<file path="src/rtl/div_unit_pkg.sv">
// Operation codes, FSM state encoding and small decode helpers shared by the
// divider, the ALU and the control unit.
package div_unit_pkg;

    localparam int DATA_W = 32;

    localparam logic [4:0] SEL_DIV  = 5'b01110;
    localparam logic [4:0] SEL_REM  = 5'b01111;
    localparam logic [4:0] SEL_REMU = 5'b10000;
    localparam logic [4:0] SEL_DIVU = 5'b10001;

    typedef enum logic [1:0] {
        ST_IDLE = 2'd0,
        ST_CALC = 2'd1,
        ST_DONE = 2'd2
    } div_state_e;

    function automatic logic sel_legal(input logic [4:0] sel);
        return (sel == SEL_DIV) || (sel == SEL_REM) || (sel == SEL_REMU) || (sel == SEL_DIVU);
    endfunction

    function automatic logic sel_signed(input logic [4:0] sel);
        return (sel == SEL_DIV) || (sel == SEL_REM);
    endfunction

    function automatic logic sel_is_div(input logic [4:0] sel);
        return (sel == SEL_DIV) || (sel == SEL_DIVU);
    endfunction

endpackage

</file>
<file path="src/rtl/div_step.sv">
// One radix-2 restoring iteration: shift in the next dividend bit, trial
// subtract the divisor, restore on borrow and emit one quotient bit.
module div_step
    import div_unit_pkg::*;
(
    input  logic [DATA_W-1:0] rem_in,
    input  logic [DATA_W-1:0] quo_in,
    input  logic [DATA_W-1:0] divisor,
    output logic [DATA_W-1:0] rem_out,
    output logic [DATA_W-1:0] quo_out
);

    logic [DATA_W:0] shifted;
    logic [DATA_W:0] diff;

    always_comb begin
        shifted = {rem_in, quo_in[DATA_W-1]};
        diff    = shifted - {1'b0, divisor};
        // Borrow out of the top bit means the trial subtract went negative.
        if (diff[DATA_W]) begin
            rem_out = shifted[DATA_W-1:0];
            quo_out = {quo_in[DATA_W-2:0], 1'b0};
        end else begin
            rem_out = diff[DATA_W-1:0];
            quo_out = {quo_in[DATA_W-2:0], 1'b1};
        end
    end

endmodule

</file>
<file path="src/rtl/div_unit.sv">
// Iterative 32-bit divider for DIV/REM/DIVU/REMU with a busy stall, a one-cycle
// done pulse, divide-by-zero and signed-overflow bypass, and pipeline flush.
module div_unit
    import div_unit_pkg::*;
(
    input  logic        CLK,
    input  logic        RESET_N,
    input  logic        START,
    input  logic        FLUSH,
    input  logic [31:0] DATA1,
    input  logic [31:0] DATA2,
    input  logic [4:0]  SELECT,
    output logic        BUSY,
    output logic        DONE,
    output logic [31:0] RESULT
);

    div_state_e        state, state_nxt;
    logic [4:0]        sel_q;
    logic [DATA_W-1:0] op1, op2, dvs, rem, quo, result_q;
    logic [DATA_W-1:0] step_rem, step_quo;
    logic              sign1, sign2, run;
    logic [4:0]        cnt;
    logic              accept, div_zero, ovf, bypass, last;

    function automatic logic [DATA_W-1:0] neg_if(input logic [DATA_W-1:0] v, input logic neg);
        logic signed [DATA_W-1:0] s;
        s = $signed(v);
        return neg ? $unsigned(-s) : v;
    endfunction

    function automatic logic [DATA_W-1:0] bypass_result(input logic [4:0] sel, input logic zero,
                                                        input logic [DATA_W-1:0] dividend);
        if (zero)
            return sel_is_div(sel) ? '1 : dividend;
        return sel_is_div(sel) ? 32'h8000_0000 : '0;
    endfunction

    function automatic logic [DATA_W-1:0] fixup(input logic [4:0] sel, input logic s1, input logic s2,
                                                input logic [DATA_W-1:0] q, input logic [DATA_W-1:0] r);
        return sel_is_div(sel) ? neg_if(q, s1 ^ s2) : neg_if(r, s1);
    endfunction

    assign accept   = (state == ST_IDLE) && START && !FLUSH && sel_legal(SELECT);
    assign div_zero = (op2 == '0);
    assign ovf      = sel_signed(sel_q) && (op1 == 32'h8000_0000) && (op2 == 32'hFFFF_FFFF);
    assign bypass   = div_zero || ovf;
    assign last     = run && (cnt == 5'd31);

    div_step u_step (
        .rem_in  (rem),
        .quo_in  (quo),
        .divisor (dvs),
        .rem_out (step_rem),
        .quo_out (step_quo)
    );

    always_ff @(posedge CLK or negedge RESET_N) begin
        if (!RESET_N)
            state <= ST_IDLE;
        else
            state <= state_nxt;
    end

    always_comb begin
        state_nxt = state;
        case (state)
            ST_IDLE: if (accept) state_nxt = ST_CALC;
            ST_CALC: begin
                if (FLUSH)
                    state_nxt = ST_IDLE;
                else if ((!run && bypass) || last)
                    state_nxt = ST_DONE;
            end
            default: state_nxt = ST_IDLE;
        endcase
    end

    always_comb begin
        BUSY   = (state != ST_IDLE);
        DONE   = (state == ST_DONE);
        RESULT = result_q;
    end

    // First CALC cycle prepares magnitudes or takes the bypass; the next 32 each retire one quotient bit.
    always_ff @(posedge CLK or negedge RESET_N) begin
        if (!RESET_N) begin
            sel_q    <= '0;
            op1      <= '0;
            op2      <= '0;
            dvs      <= '0;
            rem      <= '0;
            quo      <= '0;
            result_q <= '0;
            sign1    <= 1'b0;
            sign2    <= 1'b0;
            run      <= 1'b0;
            cnt      <= '0;
        end else if (accept) begin
            sel_q <= SELECT;
            op1   <= DATA1;
            op2   <= DATA2;
            sign1 <= sel_signed(SELECT) & DATA1[DATA_W-1];
            sign2 <= sel_signed(SELECT) & DATA2[DATA_W-1];
            run   <= 1'b0;
            cnt   <= '0;
        end else if (state == ST_CALC) begin
            if (FLUSH) begin
                run <= 1'b0;
                cnt <= '0;
            end else if (!run) begin
                if (bypass) begin
                    result_q <= bypass_result(sel_q, div_zero, op1);
                end else begin
                    rem <= '0;
                    quo <= neg_if(op1, sign1);
                    dvs <= neg_if(op2, sign2);
                    run <= 1'b1;
                end
            end else begin
                rem <= step_rem;
                quo <= step_quo;
                cnt <= cnt + 5'd1;
                if (cnt == 5'd31) begin
                    result_q <= fixup(sel_q, sign1, sign2, step_quo, step_rem);
                    run      <= 1'b0;
                end
            end
        end
    end

endmodule

</file>
<file path="config.mk">
export PLATFORM = sky130hd
export DESIGN_NAME = div_unit
export DESIGN_NICKNAME = d
export VERILOG_FILES = /design/src/rtl/div_unit_pkg.sv /design/src/rtl/div_step.sv /design/src/rtl/div_unit.sv
export SDC_FILE = /design/constraint.sdc
export NUM_CORES = 1
export LEC_CHECK = 0
export CORE_AREA = 2 2 166 168
export DETAILED_ROUTE_END_ITERATION = 8
export DIE_AREA = 0 0 168 170
export GPL_ROUTABILITY_DRIVEN = 0
export PLACE_DENSITY_LB_ADDON = 0.08
export SETUP_SLACK_MARGIN = 0.02
export SYNTH_ARGS = -nofsm -noshare
export SYNTH_HDL_FRONTEND = slang
export SYNTH_SLANG_ARGS = --single-unit
</file>
<file path="constraint.sdc">
create_clock -name CLK -period 4.55 [get_ports CLK]
set_input_delay 0.6825 -clock CLK [delete_from_list [all_inputs] [get_ports CLK]]
set_output_delay 0.6825 -clock CLK [all_outputs]
set_load 0.01 [all_outputs]
</file>
==> impl_results.md, run 1 <==
* Data arrival time of the critical path at around 4.8 ns
* #FFs+latches synth at around 210
* Syn_nets at approximately 1900
* Total grt overflow at 0
* First-pass GRT wire length at between 70000 and 80000 um
* Worst slew pin tran at between 1 and 1.5 ns
* Hold Crit Class: in -> async
* EDFF count, synth at 0
* I/O Buffers at 106
* Period utilisation layout at a little over nine tenths
* H-tree depth at 1
* DRT iter0 DRCs at between 1500 and 2000
* NumNets Final at 1985
* Total core area at 0.02665 mm2
* Min Tclk post-route at around 4.3 ns
* Mean number of vias per cell at 6.204
* # hold bufs at CTS at 0
* Synth Instances at 1811
* Area of the multi-input gates at ~0.0086 mm2
* FILL cells at between 2000 and 2500
* Initial Util at 53.81%
* Achievable Freq at ~230 MHz
* CTS Buf Count at 24
* # Max-Cap Violations at 0
* Syn avg cell area at between 7 and 8 um2
* CP max FO at 9
* Clock-pin slew on the worst setup and hold paths at approximately 0.07 ns
* Antenna diode count at 0
* Die Ht at about 170 um
* Synth area leader: dfrtp_1
* Internal reg-to-reg setup slack at about 0.23 ns
* Largest net degree at the start of global routing at 113
* Crit Path Category: reg -> reg
* Die width at 168 um
* CTS tree: built
* Initial antenna violation count at 1
* Synth top area share at between 30% and 40%
* Most used DFF post-synth: dfrtp_1
* Setup violators final at 0
* DRT antenna net count at 0
* Worst rel slew slack at 22.52%
* Register area share after synthesis at between 30% and 40%
* Layout area overhead at 15.66%
* DR WL met3 at between 4000 and 5000 um
* Pins Over Slew Limit at 0
* Distinct cell type count after synthesis at 90
* Worst skew pair latency at roughly 0.53 ns
* Worst R2R End: RESULT[26]$_DFFE_PN0P_
* TNS Setup at 0 ns
* Vias at 13841
* CP endpoint kind: register
* Final hold viol count at 0
* Clk buf depth at 3
* Die area at around 0.029 mm2
* Ports at 107
* GRT Total Usage at between 30% and 40%
* Power consumption at roughly 8.1 mW
* PD cells at 488.6 mW/mm2
* RSZ-0062 raised after global routing: yes
* Post-Syn Area at approximately 0.014 mm2
* Wire length per cell at 20.25 um
* Status: complete, no violations
* Static Leak at about 7.2 nW
* Synth area leaders: dfrtp_1 36%, nand2_1 10%, o21ai_0 6.2%
* WL met2 at slightly below 20000 um
* DRT Wirelength at 45170 um
* Post-DP HPWL at 33330 um
* Metal1 wirelength at about 20000 um
* DRC at 0
* Layout cells sized above 1 at around 6.8%
* Highest Signal Layer: met5
* Rows at 60
* Max VDD drop at between 0.2 and 0.3 mV
* Clock sinks at about 210
* Worst r2r src: rem[24]$_DFFE_PN0P_
* Async set-reset flop share out of synthesis at 100.0%
* Worst R2R Path Depth at 15
* Root Buffer: clkbuf_16
* Yosys Warn Count at 0
* Critical Path RT at about 5.0 ns
* Drt pass-1 iters at 7
* Layout Skew at about 0.015 ns
* Vias in the first global route at ~13000
* CP startpoint kind: register
* Register area at 0.005184 mm2
[worst max path at each step]
stage | cells past startpoint | slack (ns) | startpoint | endpoint
floorplan | 21 | 0.12 | quo[31]$_DFFE_PN0P_ | RESULT[26]$_DFFE_PN0P_
global placement | 18 | 0.25 | quo[31]$_DFFE_PN0P_ | RESULT[26]$_DFFE_PN0P_
detailed placement | 18 | 0.10 | quo[31]$_DFFE_PN0P_ | RESULT[26]$_DFFE_PN0P_
CTS | 18 | 0.10 | quo[31]$_DFFE_PN0P_ | RESULT[26]$_DFFE_PN0P_
global route | 14 | -0.09 | quo[31]$_DFFE_PN0P_ | RESULT[29]$_DFFE_PN0P_
finish | 15 | 0.23 | rem[24]$_DFFE_PN0P_ | RESULT[26]$_DFFE_PN0P_
[per-stage QoR]
step	setup slack, ns	instance area, um2	std cells	hold WS [ns]	util [%]
after floorplan	0.1231	14340	1811	0.3869	-
after global placement	0.2493	15720	2186	0.4589	58.98
after detailed placement	0.1033	15720	2186	0.4673	58.98
after CTS	0.1000	16540	2230	0.3209	62.05
after global routing	-0.09034	16590	2231	0.3430	62.23
final	0.2252	16590	2231	0.2547	62.23
[kinds of logic (layout without fill, tap and decap cells)]
group                      count (synthesis)  count (layout)  synth area share [%]
xor gates and xnor gates                 131             131                 8.001
buffers and inverters                    160             239                 4.528
muxes                                     33              33                 2.373
DFF                                      207             207                 36.12
and+or+nand+nor                          720             720                 23.05
AOI/OAI and AO/OA                        520             520                 22.38
adders and majority gates                 40              40                 3.542
[sequential cells by signal, indices dropped and copies added, names as in the netlist]
register,cells
op1,32
quo,32
rem,32
sign2,1
RESULT,32
cnt,5
sel_q,5
state,2
dvs,32
op2,32
run,1
sign1,1
[metal layers]
| layer | up-vias | GRT usage [%] |
|---|---|---|
| met5 | - | 0 |
| li1 | 6550 | - |
| met3 | 103 | 4.535 |
| met4 | 2 | 8.507 |
| met2 | 634 | 47.88 |
| met1 | 6552 | 47.13 |
[synthesized netlist by cell type, types with 13 or more instances]
cell,count
nor3_1,29
clkbuf_1,69
inv_1,50
o21a_1,13
or3_1,33
o211ai_1,14
a21o_1,13
a31oi_1,13
xnor2_1,60
dfrtp_1,207
xor2_1,71
o21ai_0,178
mux2i_1,25
a21oi_1,132
buf_2,27
o31ai_1,39
nand3_1,20
nand2_1,383
nor2_1,129
o21ai_1,15
nand4_1,21
ha_1,39
nor4_1,20
[what timing repair did]
action                                  4_1_cts  5_1_grt
buffers inserted                              0        1
gates resized for setup                       0        8
endpoints found under the setup margin        0        6
[power breakdown]
| part | total, mW | switching [mW] | internal, mW |
|---|---|---|---|
| Sequential | 2.89 | 0.626 | 2.27 |
| Combinational | 3.21 | 1.95 | 1.26 |
| Clock | 2.00 | 0.817 | 1.18 |
[worst max-delay path, stage by stage, from the launching register on]
cell and delay, ns:
dfrtp_1 0.41, ha_1 0.44, and2_4 0.21, nand3_2 0.10, or4_4 0.56, a21oi_4 0.19
o21a_1 0.25, nor2_8 0.06, inv_2 0.15, mux2i_1 0.32, ha_2 0.29, inv_1 0.16
nor4_4 0.44, nand3_1 0.13, mux2_1 0.34, a21o_1 0.17
[layout make-up]
cell class	instances	share of cell area (%)
multi-input combinational	1444	51.74
sequential	207	31.25
timing repair buffer	143	8.321
clock buffer	30	4.126
tap	341	2.572
inverter	52	1.177
clock inverter	14	0.8147
[layout by cell type, fill, tap and decap left out, types with 13 or more instances in the layout]
| master | count |
|---|---|
| clkbuf_16 | 25 |
| o21ai_0 | 178 |
| or3_1 | 33 |
| nand4_1 | 21 |
| nor4_1 | 18 |
| clkdlybuf4s50_1 | 105 |
| inv_1 | 50 |
| a31oi_1 | 13 |
| xnor2_1 | 60 |
| nor3_1 | 29 |
| dfrtp_1 | 206 |
| nand2_1 | 383 |
| nor2_1 | 129 |
| o31ai_1 | 37 |
| o211ai_1 | 14 |
| xor2_1 | 71 |
| a21oi_1 | 132 |
| buf_4 | 34 |
| nand3_1 | 20 |
| mux2i_1 | 25 |
| a21o_1 | 13 |
| ha_1 | 38 |
(Power assumes the default switching activity.)
==> inputs of run 2 (changes only) <==
- CELL_PAD_IN_SITES_DETAIL_PLACEMENT: unset -> 1
- CELL_PAD_IN_SITES_GLOBAL_PLACEMENT: unset -> 1
- CORE_AREA: 2 2 166 168 -> 2 2 191 193
- DIE_AREA: 0 0 168 170 -> 0 0 193 195
==> run 2 against run 1 <==
  * Maximum frequency increased by 0.95%
  * Global-route usage decreased by 3.5 points
  * Sequential power increased by 2%
  * Cell area increased by 1.7%
  * Critical endpoint is now RESULT[9]$_DFFE_PN0P_
==> impl_results.md, run 2 (synthesis results as in run 1) <==
* Status: complete, no violations
* Total core area at around 0.035 mm2
* Post-route insts no fill at about 2400
* Ports at approximately 110
* Largest net degree at the start of global routing at 97
* Die Ht at between 150 and 200 um
* Antenna diode count at 0
* Initial antenna violation count at 0
* RSZ-0062 raised after global routing: no
* Cells after DPL at between 2000 and 2500
* DRC at 0
* Layout Skew at about 0.020 ns
* # Max-Cap Violations at 0
* Most frequent cells in the layout: 383 x nand2_1, 206 x dfrtp_1, 178 x o21ai_0, 132 x a21oi_1, 129 x nor2_1
* First-pass GRT wire length at 82500 um
* Setup violators final at 0
* Critical Path RT at 5.02 ns
* Worst slew pin tran at around 1.1 ns
* Initial Util at just over 40%
* Layout cells sized above 1 at roughly 7.0%
* GRT Total Usage at 28.02%
* Hold slack at around 0.11 ns
* CP max FO at 34
* Layout area overhead at 17.60%
* WL met2 at between 20000 and 25000 um
* Util after Layout at 47.64%
* Drt pass-1 iters at 5
* CTS tree: built
* DRT Wirelength at around 53000 um
* Highest Signal Layer: met4
* Die area at between 0.03 and 0.04 mm2
* I/O Buffers at between 100 and 150
* Clk buf depth at 3
* DRT iter0 DRCs at ~890
* Metal1 wirelength at between 20000 and 30000 um
* Data arrival time of the critical path at roughly 4.8 ns
* Vias in the first global route at roughly 14000
* CP endpoint kind: register
* H-tree depth at 1
* Rows at 69
* TNS Setup at 0 ns
* NumNets Final at roughly 2000
* Wire length per cell at between 20 and 25 um
* Worst rel slew slack at 28.44%
* Post-place setup slack at between 0.2 and 0.25 ns
* Post-DP HPWL at a little under 40000 um
* CP startpoint kind: register
* FILL cells at about 4300
* Root Buffer: clkbuf_16
* Vias at roughly 14000
* Most common cell after layout, fill and taps aside: nand2_1
* Static Leak at 7.296 nW
* Die width at between 150 and 200 um
* Crit Path Category: reg -> reg
* Achievable Freq at approximately 230 MHz
* Total grt overflow at 0
* Clock-pin slew on the worst setup and hold paths at approximately 0.060 ns
* Period utilisation layout at a little over nine tenths
* Pins Over Slew Limit at 0
* Final hold viol count at 0
* Final worst-path setup slack at 0.2658 ns
* PD cells at 502.9 mW/mm2
* CTS Buf Count at 27
* DRT antenna net count at 0
* Min Tclk post-route at 4.284 ns
* Worst skew pair latency at between 0.5 and 0.6 ns
* Max VDD drop at just under 0.3 mV
* DR WL met3 at between 2000 and 2500 um
* Worst R2R Path Depth at 16
* Mean number of vias per cell at about 6
* Hold Crit Class: in -> async
* Clock sinks at slightly above 200
## run 2: cell count changes in the layout (fill, tap and decap cells not counted), sizes merged
| cell | change |
|---|---|
| clkbuf | +7 |
| inv | +1 |
| clkinv | -3 |
| buf | +3 |
| clkinvlp | -1 |
| bufinv | +1 |
## run 2: worst paths after layout
kind | start | endpoint | slack (ns)
hold / removal | RESET_N | dvs[5]$_DFFE_PN0P_ | 0.11
setup / recovery | quo[31]$_DFFE_PN0P_ | RESULT[9]$_DFFE_PN0P_ | 0.27
hold reg to reg | dvs[26]$_DFFE_PN0P_ | dvs[26]$_DFFE_PN0P_ | 0.48
setup reg to reg | quo[31]$_DFFE_PN0P_ | RESULT[9]$_DFFE_PN0P_ | 0.27
min in group CLK | dvs[26]$_DFFE_PN0P_ | dvs[26]$_DFFE_PN0P_ | 0.48
max in group asynchronous | RESET_N | quo[11]$_DFFE_PN0P_ | 3.32
## run 2: cell type report
class                      count  area, um2  area share [%]
tap                          461      576.8           3.420
timing repair buffer         145       1409           8.354
sequential                   207       5184           30.74
multi-input combinational   1444       8583           50.90
inverter                      52      195.2           1.157
clock buffer                  38      757.0           4.489
clock inverter                12      158.9          0.9423
## run 2: repair_timing
action,4_1_cts,5_1_grt
endpoints found under the setup margin,0,7
resized for setup,0,7
hold buffers,0,0
setup buffers,0,2
## run 2: layer usage
| metal | up-vias | global-route usage (%) |
|---|---|---|
| li1 | 6537 | - |
| met1 | 7005 | 42.35 |
| met2 | 346 | 42.68 |
| met3 | 74 | 3.181 |
| met4 | 0 | 6.397 |
| met5 | - | 0 |
## run 2: metrics by stage
step	area [um2]	power, mW
floorplan	14340	5.035
global placement	15900	6.084
detailed placement	15900	6.194
CTS	16820	8.468
global route	16860	9.032
finish	16860	8.481
## run 2: worst max-delay path, cell delays in order (launching register included)
cell	delay [ns]
dfrtp_1	0.41
inv_1	0.07
ha_1	0.15
inv_1	0.05
fa_1	0.43
a211oi_2	0.28
o21a_1	0.24
a211o_2	0.20
a21oi_4	0.08
o21a_1	0.26
nor2_8	0.13
buf_4	0.44
mux2_2	0.40
o41ai_1	0.42
xor2_1	0.31
o21ai_0	0.12
o21ai_0	0.19
## run 2: power by group
group	internal (mW)	switching, mW	total, mW
Clock	1.33	0.893	2.23
Sequential	2.27	0.682	2.95
Combinational	1.28	2.03	3.31
==> inputs of run 3 (changes only) <==
- TNS_END_PERCENT: unset -> 100
==> results of run 3 <==
Same layout as run 2: the final DEF is identical, and so are final timing and power.
